[src/rtl/johnson_step_sequencer_pkg.sv]
//------------------------------------------------------------------------------
// johnson_seq_pkg
//
// Shared definitions for the Johnson step sequencer:
//   seq_state_t        - controller state encoding (IDLE/RUN/HOLD/FINISH)
//   DIR_FWD / DIR_REV  - values of the direction bit
//   JS_MAX_W / js_code_t - widest ring the helper functions can inspect
//   is_legal_johnson() - true when a code is one of the 2*width ring states
//   johnson_to_idx()   - forward-order position of a legal code (0 if illegal)
//
// The helpers take a zero-extended js_code_t plus the real ring width, so one
// copy serves every WIDTH the sequencer may be built with (WIDTH <= JS_MAX_W).
//------------------------------------------------------------------------------
package johnson_seq_pkg;

    typedef enum logic [1:0] {
        ST_IDLE   = 2'd0,
        ST_RUN    = 2'd1,
        ST_HOLD   = 2'd2,
        ST_FINISH = 2'd3
    } seq_state_t;

    localparam logic DIR_FWD = 1'b1;
    localparam logic DIR_REV = 1'b0;

    localparam int JS_MAX_W = 32;
    typedef logic [JS_MAX_W-1:0] js_code_t;

    // A Johnson ring only ever holds runs of the form 0..01..1 or 1..10..0,
    // so a code is legal exactly when it has at most one transition between
    // adjacent bits inside the ring width.
    function automatic logic is_legal_johnson(input js_code_t code, input int width);
        int edges;
        edges = 0;
        for (int i = 1; i < JS_MAX_W; i++) begin
            if (i < width && code[i] != code[i-1]) begin
                edges++;
            end
        end
        return (edges <= 1);
    endfunction

    // Forward-order index: all-zero is 0, trailing-ones codes sit at
    // 1..width (index = number of ones), leading-ones codes at
    // width+1..2*width-1 (index = 2*width - number of ones).
    function automatic int johnson_to_idx(input js_code_t code, input int width);
        int ones;
        ones = 0;
        for (int i = 0; i < JS_MAX_W; i++) begin
            if (i < width && code[i]) begin
                ones++;
            end
        end
        if (!is_legal_johnson(code, width)) begin
            return 0;
        end
        if (code[0] || ones == 0) begin
            return ones;
        end
        return 2 * width - ones;
    endfunction

endpackage

[src/rtl/johnson_step_core.sv]
//------------------------------------------------------------------------------
// johnson_step_core
//
// The Johnson ring register itself. Each clock with step_en high the ring
// advances one position in the direction given by dir. A corrupted ring
// (any code outside the 2*WIDTH legal states) is reloaded with all-zero on
// the step instead, and phase_err pulses for the following cycle.
//
// Ports:
//   clk        in   clock
//   rst        in   synchronous active-high reset (ring -> all-zero)
//   step_en    in   advance the ring this edge
//   dir        in   DIR_FWD shifts ones in from bit 0, DIR_REV from the MSB
//   phase      out  registered ring state [WIDTH-1:0]
//   phase_err  out  one-cycle pulse after an illegal code was corrected
//------------------------------------------------------------------------------
module johnson_step_core
    import johnson_seq_pkg::*;
#(
    parameter int WIDTH = 4
) (
    input  logic             clk,
    input  logic             rst,
    input  logic             step_en,
    input  logic             dir,
    output logic [WIDTH-1:0] phase,
    output logic             phase_err
);

    logic [WIDTH-1:0] phase_q;
    logic [WIDTH-1:0] phase_next;
    logic             legal;

    always_comb begin
        legal      = is_legal_johnson(js_code_t'(phase_q), WIDTH);
        phase_next = phase_q;
        case (dir)
            DIR_FWD: phase_next = {phase_q[WIDTH-2:0], ~phase_q[WIDTH-1]};
            DIR_REV: phase_next = {~phase_q[0], phase_q[WIDTH-1:1]};
            default: phase_next = phase_q;
        endcase
    end

    always_ff @(posedge clk) begin
        if (rst) begin
            phase_q   <= '0;
            phase_err <= 1'b0;
        end else begin
            phase_err <= 1'b0;
            if (step_en) begin
                if (legal) begin
                    phase_q <= phase_next;
                end else begin
                    // Recovery still consumes the step; the host sees one
                    // fewer real phase advance and a phase_err pulse.
                    phase_q   <= '0;
                    phase_err <= 1'b1;
                end
            end
        end
    end

    assign phase = phase_q;

endmodule

[src/rtl/johnson_step_sequencer.sv]
//------------------------------------------------------------------------------
// johnson_step_sequencer
//
// Command-driven controller for a WIDTH-stage Johnson phase generator. The
// host offers a move (step count, direction, clocks-per-step); the block
// advances the ring once per divided tick until the count is used up, with
// hold (freeze the divider), abort (stop now, keep position and remaining
// count) and illegal-code recovery handled by the ring core.
//
// Ports:
//   clk, rst     clock; synchronous active-high reset
//   cmd_valid    command offered (taken only while cmd_ready)
//   cmd_ready    high in IDLE
//   cmd_steps    steps to perform (0 completes immediately)
//   cmd_dir      1 = forward, 0 = reverse
//   cmd_div      clocks per step (0 behaves as 1)
//   hold         freeze stepping while high (RUN/HOLD only)
//   abort        end the current command (RUN/HOLD only, beats hold/tick)
//   phase        registered Johnson outputs
//   state_idx    decoded ring position, combinational from phase
//   steps_left   registered remaining step count
//   busy         high in RUN or HOLD
//   done         one-cycle completion pulse (FINISH state)
//   aborted      qualifies done; held until the next accepted command
//   phase_err    one-cycle pulse after an illegal phase code was corrected
//
// Timing: with the accept on edge T, step k lands on edge T + k*div, and
// each clock with hold high pushes every later step out by one clock.
//------------------------------------------------------------------------------
module johnson_step_sequencer
    import johnson_seq_pkg::*;
#(
    parameter int WIDTH = 4,
    parameter int CNT_W = 16,
    parameter int DIV_W = 16
) (
    input  logic                          clk,
    input  logic                          rst,
    input  logic                          cmd_valid,
    output logic                          cmd_ready,
    input  logic [CNT_W-1:0]              cmd_steps,
    input  logic                          cmd_dir,
    input  logic [DIV_W-1:0]              cmd_div,
    input  logic                          hold,
    input  logic                          abort,
    output logic [WIDTH-1:0]              phase,
    output logic [$clog2(2*WIDTH)-1:0]    state_idx,
    output logic [CNT_W-1:0]              steps_left,
    output logic                          busy,
    output logic                          done,
    output logic                          aborted,
    output logic                          phase_err
);

    localparam int IDX_W = $clog2(2*WIDTH);

    seq_state_t       state;
    seq_state_t       state_next;

    logic [DIV_W-1:0] div_q;      // latched clocks-per-step, never zero
    logic [DIV_W-1:0] div_cnt;    // position inside the current step period
    logic             dir_q;
    logic             aborted_q;

    logic             accept;
    logic             active;
    logic             run_count;  // divider advances this edge
    logic             tick;       // divider is at its last count
    logic             step_en;
    logic             set_abort;

    //--------------------------------------------------------------------------
    // Ring core
    //--------------------------------------------------------------------------
    johnson_step_core #(
        .WIDTH (WIDTH)
    ) u_core (
        .clk       (clk),
        .rst       (rst),
        .step_en   (step_en),
        .dir       (dir_q),
        .phase     (phase),
        .phase_err (phase_err)
    );

    //--------------------------------------------------------------------------
    // State register
    //--------------------------------------------------------------------------
    // NOTE: reset is synchronous, so rst is only looked at on the clock edge
    // and it is the first branch, which lets it win over every other input.
    always_ff @(posedge clk) begin
        if (rst) begin
            state <= ST_IDLE;
        end else begin
            state <= state_next;
        end
    end

    //--------------------------------------------------------------------------
    // Next-state and control decode
    //--------------------------------------------------------------------------
    assign tick = (div_cnt == div_q - DIV_W'(1));

    // NOTE: every signal written here gets a default before the case, so no
    // path through the block leaves one unassigned and no latch is inferred.
    always_comb begin
        state_next = state;
        accept     = 1'b0;
        active     = 1'b0;
        run_count  = 1'b0;
        step_en    = 1'b0;
        set_abort  = 1'b0;

        case (state)
            ST_IDLE: begin
                // hold and abort have no meaning without a command.
                if (cmd_valid) begin
                    accept     = 1'b1;
                    state_next = (cmd_steps == '0) ? ST_FINISH : ST_RUN;
                end
            end

            // RUN and HOLD share one decode: a clock with hold low counts
            // even on the way out of HOLD, so a hold of N clocks delays the
            // rest of the move by exactly N clocks.
            ST_RUN, ST_HOLD: begin
                active = 1'b1;
                if (abort) begin
                    set_abort  = 1'b1;
                    state_next = ST_FINISH;
                end else if (hold) begin
                    state_next = ST_HOLD;
                end else begin
                    run_count  = 1'b1;
                    state_next = ST_RUN;
                    if (tick) begin
                        step_en = 1'b1;
                        if (steps_left == CNT_W'(1)) begin
                            state_next = ST_FINISH;
                        end
                    end
                end
            end

            ST_FINISH: begin
                state_next = ST_IDLE;
            end

            default: begin
                state_next = ST_IDLE;
            end
        endcase
    end

    //--------------------------------------------------------------------------
    // Divider, step counter and command latches
    //--------------------------------------------------------------------------
    // NOTE: sequential state uses non-blocking assignments so every register
    // samples the pre-edge values, independent of statement order.
    always_ff @(posedge clk) begin
        if (rst) begin
            steps_left <= '0;
            div_q      <= DIV_W'(1);
            div_cnt    <= '0;
            dir_q      <= DIR_FWD;
            aborted_q  <= 1'b0;
        end else begin
            if (accept) begin
                steps_left <= cmd_steps;
                div_q      <= (cmd_div == '0) ? DIV_W'(1) : cmd_div;
                div_cnt    <= '0;
                dir_q      <= cmd_dir;
                aborted_q  <= 1'b0;
            end else if (run_count) begin
                div_cnt <= tick ? '0 : div_cnt + DIV_W'(1);
            end

            // accept and step_en come from different states, so they never
            // collide on steps_left.
            if (step_en) begin
                steps_left <= steps_left - CNT_W'(1);
            end

            if (set_abort) begin
                aborted_q <= 1'b1;
            end
        end
    end

    //--------------------------------------------------------------------------
    // Outputs
    //--------------------------------------------------------------------------
    assign cmd_ready = (state == ST_IDLE);
    assign busy      = active;
    assign done      = (state == ST_FINISH);
    assign aborted   = aborted_q;
    assign state_idx = IDX_W'(johnson_to_idx(js_code_t'(phase), WIDTH));

endmodule

[config.mk]
export PLATFORM = sky130hd
export DESIGN_NAME = johnson_step_sequencer
export DESIGN_NICKNAME = d
export VERILOG_FILES = /design/src/rtl/johnson_step_sequencer_pkg.sv /design/src/rtl/johnson_step_core.sv /design/src/rtl/johnson_step_sequencer.sv
export SDC_FILE = /design/constraint.sdc
export NUM_CORES = 1
export LEC_CHECK = 0
export CORE_AREA = 2 2 116 118
export DETAILED_ROUTE_END_ITERATION = 16
export DIE_AREA = 0 0 118 120
export MAX_ROUTING_LAYER = met4
export SYNTH_ARGS = -nofsm -noshare
export SYNTH_HDL_FRONTEND = slang
export SYNTH_SLANG_ARGS = --single-unit
[constraint.sdc]
create_clock -name clk -period 7.3 [get_ports clk]
set_input_delay 1.46 -clock clk [delete_from_list [all_inputs] [get_ports clk]]
set_output_delay 1.46 -clock clk [all_outputs]
set_load 0.03 [all_outputs]
* Word-level counts from Yosys, hierarchy flattened
Cells that the tools add are included. Widths: inputs -> output; s select.
Word-level totals: bits in registers 57, logic and storage cells 81, input bits 38, output and inout bits 28
Cells by class: add/subtract/negate cells 9, $lt $le $gt $ge 1, reductions and logical operators 10, muxes and demuxes 40, eq/ne operators 9, bitwise gates (word level) 4
Operator list (count):
- $add 32x2->32 const B | 4
- $mux 32 | 4
- $mux 16 | 4
- $le 32x2->1 const B | 1
- $logic_not 16->1 | 2
- $logic_not 32->1 | 1
- $sub 16x1->16 const B | 2
- $mux 1 | 19
- $add 16x1->16 const B | 1
- $eq 16x1->1 const B | 1
- $eq 16x16->1 | 1
- $mux 2 | 7
- $mux 3 | 3
- $pmux 4 s2 | 1
- $pmux 2 s3 | 1
- $reduce_or 2->1 | 3
- $eq 2x2->1 const B | 2
- $mux 4 | 1
- $not 1->1 | 4
- $reduce_bool 2->1 | 2
- $ne 1x1->1 | 3
- $sub 1x3->3 const A | 1
- $add 1x1->2 const B | 1
- $eq 2x1->1 const B | 1
- other kinds (3) | 3

* Longest topological paths before layout
depth after elaboration 13, gate-level depth with buffers 12, depth with buffers taken out 10

* Hierarchy
Synthesis repeated with hierarchy kept, for this count alone.
Second synthesis, totals: cells, all modules 474, area total of the unflattened synthesis 3753.6 um^2
By module, submodules not included:
- johnson_step_sequencer | area each 3453.3 um^2, sequential area each 1041.0 um^2, cells each 444, times used 1
- johnson_step_core | area each 300.3 um^2, sequential area each 100.1 um^2, cells each 30, times used 1

* Worst setup path before layout
Ideal clock, no wire load.
path kind reg2out, from reg u_core.phase_q[0], in the netlist u_core.phase[0], to out state_idx[1], path slack 3107 ps, buffers on the path 0, stages on the path, launching flop included 11, arrival 2733 ps, required time 5840 ps, cells stage by stage dfxtp_1 inv_1 ha_1 xor2_1 ha_1 mux2i_1 ha_1 nand2_1 nand2_1 nor2_1 a211oi_1
Between the ends: word-level cells in the longest chain between the ends 13, elaborated cells between the ends (all ways) 22, classes of those cells add/sub (6); order compare (1); eq/ne (1); mux (12); reduce/logical (2)
RTL lines:
- start: declaration | RTL line johnson_step_core.sv:30 | logic [WIDTH-1:0] phase_q;
- start signal: assignment | RTL line johnson_step_core.sv:52 | phase_q <= phase_next;
- $mux 1 | RTL line johnson_step_sequencer_pkg.sv:50 | if (i < width && code[i]) begin
- $add 32x2->32 | RTL line johnson_step_sequencer_pkg.sv:51 | ones++;
- $mux 32 | RTL line johnson_step_sequencer_pkg.sv:50
- $add 32x2->32 | RTL line johnson_step_sequencer_pkg.sv:51
- $mux 32 | RTL line johnson_step_sequencer_pkg.sv:50
- $add 32x2->32 | RTL line johnson_step_sequencer_pkg.sv:51
- $mux 32 | RTL line johnson_step_sequencer_pkg.sv:50
- $logic_not 32->1 | RTL line johnson_step_sequencer_pkg.sv:57 | if (code[0] || ones == 0) begin
- $logic_or 1x1->1 | RTL line johnson_step_sequencer_pkg.sv:57
- $mux 1 (2 in a row) | RTL line johnson_step_sequencer_pkg.sv:57
- $mux 3 | RTL line johnson_step_sequencer_pkg.sv:60 | return 2 * width - ones;
- $mux 3 * | RTL line johnson_step_sequencer_pkg.sv:57
- end: declaration | RTL line johnson_step_sequencer.sv:47 | output logic [$clog2(2*WIDTH)-1:0] state_idx,
Mark *: on every way between the ends. The rest lies on a longest branch, timed or not. The select of a mux whose other input is x is not followed.

* Worst setup path after layout
Ends and elaborated chain as after synthesis.

==> run metrics <==
Max-Cap Viols 0; setup TNS 0 ns; post-synthesis instance area 3814 sq um; RSZ-0062 raised after global routing false; ANT cells 0; WS Path Type register to primary output; CTS clk-pin slew, worst paths 0.05 ns; final non-filler cell total 719; cell mode on critical path ha_1; Remaining DRCs 0; critical path arrival 3.21 ns; most frequent cells in the layout nand2_1 (66), clkdlybuf4s50_1 (65), dfxtp_1 (57); post-synthesis net count 534; Reg2Reg Depth 10; core outline area 12,980 sq um; # fillers 1,319; status finished clean; Final min period 4.674 ns; first-pass GRT wire length 17.53 mm; commonest non-fill, non-tap cell in the layout nand2_1; Port Buf Inserts 65; remaining antenna violation count 0; power density over cell area 204.9 nW/um^2; routability cong. 0.8715; FMAX 214.0 MHz; Die Width 118 microns; syn_area_per_cell 7.879 sq um; Die H 120 microns; worst-skew pair later-pin latency 0.33 ns; synthesized instance count 484; clock sink count 57; Detailed Route Iter0 Violations 154; Final Cycle Share 0.6403; CTS buffer count 9; Worst Hold Class register to register; final hold viol count 0; Max stage delay cell, worst path clkdlybuf4s50_1; vias per cell 5.138; HPWL after DPL 7.826 mm; die footprint 14,160 sq um; async set or reset register ratio after synthesis 0; Slew HR 0.2591; GRT Total Usage 0.1567; # setup viols final 0; I/O pin total 66; Post-synth EDFFs 0; layout cells sized above 1 0.07551; DRT Wirelength 10.59 mm; crit-path max cell delay 0.71 ns; Yosys reg bits 57; Least-Margin Pin Slew 1.111 ns; wire per inst 14.73 microns; dpl cell area 4589 sq um; Worst setup EP type primary output; Synth warnings 0; row count 42; Netlist cell types 65; fin nets 589; Setup Fix Bufs, Post-CTS 0; placed cell count 704; largest net degree at the start of global routing 40; Gates resized, CTS repair 0; Hold Buf Count CTS 0; Initial Util 0.2938; Critical path buffers and inverters 2; WP depth 11; area grow syn2layout 27.46%; register area share after synthesis 0.2992; antenna violations before repair 0; Leakage 1.744 nW; Startpoint Class register; hold depth 2; clk root buf clkbuf_16; Worst Path Required 5.84 ns; pre-CTS setup slack 3.004 ns; drt first pass iters 4; Vias 3,694; clock skew 0.007925 ns; vias in the first global route 3,675; final instance area 4861 sq um; setup slack after layout 2.626 ns; most used flip-flop cell after synthesis dfxtp_1; fin. max-slew vios 0; CP top delay family adder cells; CTS tree yes; Longest Clk Path Bufs 2; Peak VDD IR 0.1073 mV; Congestion Overflow GR 0; crit-path max FO 7; htree depth 3; worst-path cell chain inv_1 -> ha_1 -> xor2_1 -> ha_1 -> mux2i_1 -> ha_1 -> nand2_1 -> nand2_1 -> nor2_1 -> a211oi_1 -> clkdlybuf4s50_1
==> metrics by stage <==
step | utilization | power, mW | hold slack (ns)
global route | 0.3745 | 1.049 | 0.5034
CTS | 0.3745 | 1.005 | 0.4864
floorplan | - | 0.5353 | 0.4496
finish | 0.3745 | 0.9959 | 0.4798
global placement | 0.3536 | 0.6203 | 0.4770
detailed placement | 0.3536 | 0.6229 | 0.4789
==> cell usage after synthesis, drive strengths merged (2+ instances only) <==
library cell,count,area (sq um)
nor3b,2,26.28
a41o,2,20.02
o21ai,7,35.03
mux2,6,67.56
nand2,66,247.7
nor2,55,206.5
nor4b,2,23.77
a21o,4,30.03
a21oi,28,140.1
nor4,15,138.9
inv,22,82.58
nor3,21,110.1
o2111ai,3,26.28
o211ai,3,22.52
nand4,8,50.05
xnor2,22,192.7
o31ai,4,35.03
and2,5,31.28
and3,9,56.30
and4,4,35.03
nand3,16,85.08
xor2,16,140.1
clkbuf,14,52.55
a211oi,12,90.09
dfxtp,57,1141
or4,5,45.04
a31oi,8,50.05
buf,11,72.57
o221a,4,45.04
ha,12,150.1
nand3b,3,22.52
o21a,2,15.01
mux2i,15,150.1
a21boi,2,15.01
o22ai,2,12.51
==> routing by layer <==
layer	GRT usage	part of all wire	vias up
met5	-	0	-
met4	0.05723	0.020	0
met3	0.03137	0.032	19
met2	0.2645	0.49	72
met1	0.1855	0.46	1757
li1	-	-	1846
==> cell type report <==
class                      instances  area, sq um  area share
timing repair buffer              69        680.7      0.1400
multi-input combinational        380         2465      0.5071
inverter                          22        82.58     0.01699
clock buffer                      10        239.0     0.04916
sequential                        57         1141      0.2347
tap                              176        220.2     0.04530
clock inverter                     5        32.53    0.006692
==> registers in the layout, indices dropped and copies added (netlist names) <==
name,flops
aborted,1
div_q,16
state,2
steps_left,16
u_core.phase_err,1
u_core.phase,4
div_cnt,16
dir_q,1
==> power breakdown <==
part	total, mW	leakage (nW)	switching (mW)	internal (mW)
Sequential	0.358	0.465	0.0285	0.329
Combinational	0.260	1.15	0.147	0.113
Clock	0.378	0.126	0.143	0.235
Total	0.996	1.74	0.319	0.677
==> logic make-up after synthesis <==
group / share of synthesized area
xor gates and xnor gates: 0.08727
DFF: 0.2992
buffers and inverters: 0.05446
and+or+nand+nor: 0.2982
muxes: 0.05708
AOI/OAI and AO/OA: 0.1644
adders and majority gates: 0.03937
==> worst reg2reg max path, stage by stage (launching register included) <==
cell and delay (ns):
dfxtp_1 0.43, inv_1 0.11, ha_1 0.26, nor3b_4 0.49, a31oi_1 0.17, nor4b_2 0.50, o2111ai_1 0.26, nor4_4 0.28
buf_4 0.41, mux2_2 0.40, o221a_2 0.26
==> worst paths after layout <==
kind / to / startpoint / slack (ns)
max: state_idx[1] / u_core.phase[0] / 2.63
min: div_q[15] / div_q[15] / 0.48
max reg2reg: steps_left[14] / div_q[0] / 3.63
min reg2reg: div_q[15] / div_q[15] / 0.48
Power figures use the tool's default switching activity.
